$ cat src/rtl/vo_table_stream.sv
// Writable vocal-parameter table: self-initialises after reset, then streams single words or wrapping bursts.
// Optional running burst sum on sum_out/sum_valid when VO_BURST_SUM_EN is defined.
module vo_table_stream #(
  parameter int unsigned    DW        = 8,
  parameter int unsigned    AW        = 8,
  parameter logic [DW-1:0]  INIT_VAL  = DW'(8'h2),
  parameter logic [DW-1:0]  INIT_VAL0 = DW'(8'h0)
) (
  input  logic          CS,
  input  logic          cen,
  input  logic          wr_en,
  input  logic [AW-1:0] wr_addr,
  input  logic [DW-1:0] wr_data,
  input  logic          rd_valid,
  output logic          rd_ready,
  input  logic [AW-1:0] rd_addr,
  input  logic [AW-1:0] rd_len,
  output logic [DW-1:0] Vop,
  output logic          vop_valid,
  input  logic          vop_ready,
  output logic          vop_last,
  output logic          init_done
`ifdef VO_BURST_SUM_EN
  ,
  output logic [DW-1:0] sum_out,
  output logic          sum_valid
`endif
);

  localparam int unsigned DEPTH = 1 << AW;

  localparam logic [1:0] S_INIT  = 2'd0;
  localparam logic [1:0] S_IDLE  = 2'd1;
  localparam logic [1:0] S_BURST = 2'd2;

  logic [1:0]    state_q, state_d;
  logic [AW-1:0] init_ptr_q, init_ptr_d;
  logic [AW-1:0] ptr_q, ptr_d;
  logic [AW-1:0] cnt_q, cnt_d;
  logic [DW-1:0] vop_q, vop_d;
  logic          vop_valid_q, vop_valid_d;
  logic          vop_last_q, vop_last_d;
  logic          init_done_q, init_done_d;

  logic [DW-1:0] mem_q [DEPTH];
  logic          mem_we;
  logic [AW-1:0] mem_waddr;
  logic [DW-1:0] mem_wdata;
  logic [DW-1:0] rd_word;

`ifdef VO_BURST_SUM_EN
  logic [DW-1:0] acc_q, acc_d;
  logic [DW-1:0] sum_hold_q, sum_hold_d;
`endif

  assign rd_word = mem_q[ptr_q];

  always_comb begin
    state_d     = state_q;
    init_ptr_d  = init_ptr_q;
    ptr_d       = ptr_q;
    cnt_d       = cnt_q;
    vop_d       = vop_q;
    vop_valid_d = vop_valid_q;
    vop_last_d  = vop_last_q;
    init_done_d = init_done_q;
    mem_we      = 1'b0;
    mem_waddr   = wr_addr;
    mem_wdata   = wr_data;
`ifdef VO_BURST_SUM_EN
    acc_d       = acc_q;
    sum_hold_d  = sum_hold_q;
`endif
    case (state_q)
      S_INIT: begin
        mem_we     = 1'b1;
        mem_waddr  = init_ptr_q;
        mem_wdata  = (init_ptr_q == '0) ? INIT_VAL0 : INIT_VAL;
        init_ptr_d = init_ptr_q + AW'(1);
        if (init_ptr_q == '1) begin
          state_d     = S_IDLE;
          init_done_d = 1'b1;
        end
      end
      S_IDLE: begin
        mem_we = wr_en;
        // A word left over from the previous burst still drains here
        if (vop_valid_q && vop_ready) vop_valid_d = 1'b0;
        if (rd_valid) begin
          ptr_d   = rd_addr;
          cnt_d   = (rd_len == '0) ? AW'(1) : rd_len;
          state_d = S_BURST;
`ifdef VO_BURST_SUM_EN
          acc_d   = '0;
`endif
        end
      end
      S_BURST: begin
        mem_we = wr_en;
        if (!vop_valid_q || vop_ready) begin
          // rd_word is sampled before this edge's write lands: read-before-write
          vop_d       = rd_word;
          vop_valid_d = 1'b1;
          vop_last_d  = (cnt_q == AW'(1));
          ptr_d       = ptr_q + AW'(1);
          cnt_d       = cnt_q - AW'(1);
`ifdef VO_BURST_SUM_EN
          acc_d       = acc_q + rd_word;
          if (cnt_q == AW'(1)) sum_hold_d = acc_q + rd_word;
`endif
          if (cnt_q == AW'(1)) state_d = S_IDLE;
        end
      end
      default: state_d = S_INIT;
    endcase
  end

  always_ff @(posedge CS or negedge cen) begin
    if (!cen) begin
      state_q     <= S_INIT;
      init_ptr_q  <= '0;
      ptr_q       <= '0;
      cnt_q       <= '0;
      vop_q       <= '0;
      vop_valid_q <= 1'b0;
      vop_last_q  <= 1'b0;
      init_done_q <= 1'b0;
`ifdef VO_BURST_SUM_EN
      acc_q       <= '0;
      sum_hold_q  <= '0;
`endif
    end else begin
      state_q     <= state_d;
      init_ptr_q  <= init_ptr_d;
      ptr_q       <= ptr_d;
      cnt_q       <= cnt_d;
      vop_q       <= vop_d;
      vop_valid_q <= vop_valid_d;
      vop_last_q  <= vop_last_d;
      init_done_q <= init_done_d;
`ifdef VO_BURST_SUM_EN
      acc_q       <= acc_d;
      sum_hold_q  <= sum_hold_d;
`endif
    end
  end

  // Table storage is deliberately outside the reset domain
  always_ff @(posedge CS) begin
    if (mem_we) mem_q[mem_waddr] <= mem_wdata;
  end

  assign rd_ready  = (state_q == S_IDLE);
  assign Vop       = vop_q;
  assign vop_valid = vop_valid_q;
  assign vop_last  = vop_last_q;
  assign init_done = init_done_q;

`ifdef VO_BURST_SUM_EN
  assign sum_valid = vop_valid_q && vop_ready && vop_last_q;
  assign sum_out   = sum_valid ? sum_hold_q : '0;
`endif

endmodule

$ cat config.mk
export PLATFORM = sky130hd
export DESIGN_NAME = vo_table_stream
export DESIGN_NICKNAME = d
export VERILOG_FILES = /design/src/rtl/vo_table_stream.sv
export SDC_FILE = /design/constraint.sdc
export NUM_CORES = 2
export LEC_CHECK = 0
export ABC_AREA = 1
export CAP_MARGIN = 20
export CORE_MARGIN = 4
export CORE_UTILIZATION = 27
export DETAILED_ROUTE_END_ITERATION = 7
export GPL_ROUTABILITY_DRIVEN = 0
export MAX_ROUTING_LAYER = met4
export RECOVER_POWER = 25
export SKIP_LAST_GASP = 1
export SYNTH_ARGS = -nofsm -noshare
export SYNTH_HDL_FRONTEND = slang
export SYNTH_SLANG_ARGS = --single-unit
export TNS_END_PERCENT = 30
$ cat constraint.sdc
create_clock -name CS -period 8.9 [get_ports CS]
set_clock_uncertainty 0.15 [all_clocks]
set_input_delay 1.78 -clock CS [delete_from_list [all_inputs] [get_ports CS]]
set_output_delay 1.78 -clock CS [all_outputs]
set_load 0.02 [all_outputs]
### Word level (Yosys, flattened, before mapping)

Memory sizes are Yosys's and may differ from the RTL's. A register that Yosys moved wholly into a read port is not among the register bits.
Index checks and enable logic that the tools add are counted.

| operators by class | value |
|---|---|
| $add $sub $neg | 3 |
| eq/ne operators | 9 |
| muxes and demuxes | 21 |
| reduce and logical (&&, ||, !) cells | 14 |

Operators with widths:

| cell | count |
|---|---|
| $mux W8 | 7 |
| $pmux W8 S2 | 2 |
| $add A8 B1 Y8 const B | 2 |
| $logic_not A8 Y1 | 2 |
| $mux W2 | 5 |
| $eq A8 B1 Y1 const B | 1 |
| $eq A8 B8 Y1 const B | 1 |
| $ne A2 B2 Y1 const B | 4 |
| $sub A8 B1 Y8 const B | 1 |
| $pmux W2 S3 | 1 |
| $reduce_and A3 Y1 | 2 |
| $mux W1 | 4 |
| $pmux W1 S2 | 2 |
| $reduce_and A2 Y1 | 2 |
| $reduce_and A4 Y1 | 1 |
| $eq A2 B1 Y1 const B | 1 |
| $eq A2 B2 Y1 const B | 1 |
| $logic_not A1 Y1 | 2 |
| $logic_not A2 Y1 | 1 |
| $ne A2 B1 Y1 const B | 1 |
| $reduce_bool A2 Y1 | 1 |
| $reduce_or A2 Y1 | 1 |
| $logic_and A1 B1 Y1 | 1 |
| $logic_or A1 B1 Y1 | 1 |

| word-level totals | value |
|---|---|
| register bits | 29 |
| RAM bits | 2048 |
| bits of input ports | 37 |
| output and inout bits | 12 |
| word-level logic and storage cells | 55 |
| memories kept | 1 |

Memories:

| memory | words | width | rd ports | clocked after Yosys merged registers in | write ports | line | text |
|---|---|---|---|---|---|---|---|
| mem_q | 256 | 8 | 1 | 1 | 1 | 45 | `logic [DW-1:0] mem_q [DEPTH];` |

### Logic depth before layout (Yosys ltp)

| logic depth | value |
|---|---|
| depth after elaboration | 5 |
| mapped depth | 19 |
| depth with buffers taken out | 15 |

### Worst setup path before layout

No wires, ideal clock.

| timing | value |
|---|---|
| path type | input to register |
| from | input wr_data[0] |
| to | memory mem_q[0][0], data pin |
| library setup time | 1.406 ns |
| arrival time | 7.757 ns |
| data required time | 7.344 ns |
| setup slack | -0.413 ns |
| cell stages on the path | 2 |
| buffers on the path | 0 |
| cell sequence | inv_1 -> nor2_1 |

| between the ends | value |
|---|---|
| word-level cells in the longest chain between the ends | 1 |

Ends and longest elaborated chain:

| what | line | text |
|---|---|---|
| start: declaration | 13 | `input logic [DW-1:0] wr_data,` |
| $mux W8 | 74 | `case (state_q)` |
| via mem_wdata[0] | 48 | `logic [DW-1:0] mem_wdata;` |
| end: declaration | 45 |  |

The timed path passes the listed nets, and every way through them passes these cells.

### Worst setup path after layout

| timing | value |
|---|---|
| from | register state_q[0] |
| to | memory mem_q[245][5], data pin |

| between the ends | value |
|---|---|
| word-level cells in the longest chain between the ends | 2 |

Ends and longest elaborated chain:

| what | line | text |
|---|---|---|
| start: declaration | 36 | `logic [1:0] state_q, state_d;` |
| start signal: assignment | 133 | `state_q <= state_d;` |
| $logic_not A2 Y1 | 74 |  |
| $mux W8 | 74 |  |
| via mem_wdata[5] | 48 |  |

The timed path passes the listed nets, and every way through them passes these cells.

==> results.md <==
- CTS Root Cell: clkbuf_16
- Largest net degree at the start of global routing: 267
- Most frequent cell after synthesis: nand2_1
- Die ar.: roughly 0.33 sq mm
- Cell Area, Synth: slightly below 0.09 sq mm
- Filler instances: around 32,000
- Post-cts repair resize count: 0
- Buffer count from post-CTS setup fixing: 0
- Minimum clock period: approximately 6.3 ns
- Starting density of the core: 0.272
- CP Buf/Inv Count: 3
- Pins Over Slew Limit: ~830
- Die W: between 500 and 600 microns
- Final Instance Area: slightly below 0.1 sq mm
- R2r endpoint: mem_q[245][5]
- Most used cell, CP: clkbuf_1
- Peak Freq: 158 MHz
- Hold Crit Endpoint: init_done
- Bufs on Longest Clock Path: 3
- Syn_nets: 7,862
- Antenna violations before repair: 7
- Number of buffers created by CTS: about 200
- Violated checks: max-capacitance violations, max-slew violations
- IO Count: 49
- Prevailing post-synth register cell: edfxtp_1
- GRT Overall Usage: 0.149
- Fin Hold WS: 0.327 ns
- Setup slack after layout: between 2 and 3 ns
- DR vias: a little under 60,000
- Type of origin of the critical path: flop
- Footprint of the multi-input gates: roughly 0.021 sq mm
- Cell family with most CP delay: buffers and inverters
- Wire per inst: around 20 microns
- Residual DRC count: 0
- Grt ovf: 0
- Total placed cells including tap cells: between 10,000 and 15,000
- Fraction of layout cells with a size suffix above 1: 0.0524
- Post-synth EDFFs: between 2,000 and 2,500
- Worst-skew pair later-pin latency: about 0.85 ns
- Worst-path clk slew: 0.07 ns
- CP required: just under 9 ns
- Nets: 7,733
- Syn avg cell area: ~11 sq um
- Final Cycle Share: 0.712
- # clock sinks: 2,085
- Synth top cells by count: nand2_1, edfxtp_1, nand3_1
- Worst-path cell chain: inv_1 -> ha_1 -> clkbuf_1 -> nor2_1 -> clkbuf_1
- Leading area contributor after synthesis: edfxtp_1
- Post-Route WL: around 250,000 microns
- Routed vias/inst: ~4.8
- Yosys cell types: 33
- R2R cell count: 5
- Setup crit end kind: flop
- Max_cap viols: 15
- Slew margin rel.: -1.81
- First-pass GRT wire length: between 300,000 and 400,000 microns
- Post-Syn Instances: a little under 8,000
- CP max stage cell: clkbuf_1
- Worst EP arrival: about 6.3 ns
- Fin. Hold Viols: 0
- Post-synth top area share: 0.708
- Vias in the first global route: approximately 57,000
- Largest cells by area after synthesis: edfxtp_1, nand2_1, nand3_1
- Cell Area, Placed: ~0.092 sq mm
- TritonRoute pass-1 iters: 6
- Core ar.: around 0.32 sq mm
- Layout area overhead: 13.3%
- Leak: approximately 35 nW
- Setup tns final: 0 ns
- Layout Utilization: 0.308
- RR Startpoint: state_q[0]
- Syn. warnings: 0
- Hold buffers post-CTS: 0
- H-tree Lvls: 4
- Hold Startpoint: init_done
- Async S/R FF share, synth: 0.0177
- Placed wire-length estimate: 143,000 microns
- Worst Tran Pin Value: between 4 and 5 ns
- IO buf count: 48
- Number of setup violations in the final report: 0
- Area occupied by registers: between 0.06 and 0.07 sq mm
- Pwr Density: between 300 and 400 mW/mm^2
- Crit-path max FO: 55
- Worst Path Class, Setup: flop to flop
- R2r setup slk: 2.57 ns
- Hold Crit Depth: 1
- DRT iter0 DRCs: a little under 7,000
- Antenna viol nets, final: 0
- Pre-CTS WS: between 2 and 3 ns
- Status: finished, violations left
- RSZ-0062 raised after global routing: false
- Synthesis-stage register bit count: between 2,000 and 2,500
- Non-filler cells, final: between 10,000 and 15,000
- Crit. path cell count: 5
- Die Y: approximately 580 microns
- Min-delay worst type: flop to flop
- Register area share after synthesis: 0.719
- Worst vdd ir: ~0.27 mV
- Standard-cell rows: slightly above 200
- CTS tree: yes
- Total power: between 30 and 40 mW
- CP max stage delay: 2.51 ns
==> per-layer routing <==
layer / up-vias / share of wire / global-route usage
met3: 481 / 0.080 / 0.0241
met5: - / 0 / -
li1: 26400 / - / -
met1: 28600 / 0.41 / 0.193
met4: 0 / 0.039 / 0.0580
met2: 2617 / 0.47 / 0.236
==> worst reg2reg max path, stage by stage, from the launching register on <==
cell and delay [ns]:
dfrtp_1 0.41, inv_1 0.11, ha_1 0.21, clkbuf_1 0.51
nor2_1 1.66, clkbuf_1 2.52
==> cells by family (layout without fill, tap and decap cells) <==
| group | count (synthesis) | count (layout) | share of synthesized area |
|---|---|---|---|
| xor+xnor | 14 | 14 | 0.00141 |
| fa+ha+maj | 10 | 10 | 0.00144 |
| buf+inv | 850 | 893 | 0.0405 |
| flops | 2085 | 2085 | 0.719 |
| compound gates | 524 | 524 | 0.0354 |
| simple gates | 4332 | 4332 | 0.202 |
| other cells | 0 | 6 | 0 |
==> power breakdown <==
group          total, mW  internal [mW]  switching, mW  leakage, nW
clock               8.90           5.16           3.73         3.37
sequential          12.2           12.0          0.247         19.0
combinational       11.3           2.53           8.74         12.9
==> how the worst max path moves through the flow <==
stage          startpoint       endpoint
3_3_place_gp   wr_addr[6]   mem_q[54][7]
5_1_grt        state_q[0]  mem_q[246][5]
6_report       state_q[0]  mem_q[245][5]
2_1_floorplan  wr_data[1]    mem_q[0][1]
3_5_place_dp   wr_addr[7]   mem_q[58][0]
4_1_cts        wr_addr[7]   mem_q[56][0]
==> cell usage in the layout (no fill, tap or decap), drive strengths merged, types with 2 or more instances in the layout <==
master,count
clkbuf,248
buf,74
nor2,695
o21ai,170
edfxtp,2048
nor4,4
or2,5
clkinvlp,10
ha,10
nor3,27
xor2,13
a21boi,66
a21oi,168
dfrtp,37
inv,387
o22ai,13
diode,6
nand2,2592
bufinv,32
clkinv,95
nand3,1008
clkdlybuf4s50,46
o211ai,100
a21o,2
==> sequential cells by signal, indices dropped and copies added (netlist names) <==
signal and count:
vop_last 1, init_done 1, init_ptr_q 8, Vop 8, state_q 2, vop_valid 1
ptr_q 8, mem_q 2048, cnt_q 8
==> final cells by class <==
class                      count  share of cell area
inverter                     380              0.0149
antenna                        6            0.000153
timing repair buffer         136              0.0129
sequential                  2085               0.635
tap                         4284              0.0545
multi-input combinational   4880               0.213
clock inverter               144              0.0169
clock buffer                 233              0.0532
Note: power is estimated with default switching activity, not from simulation.
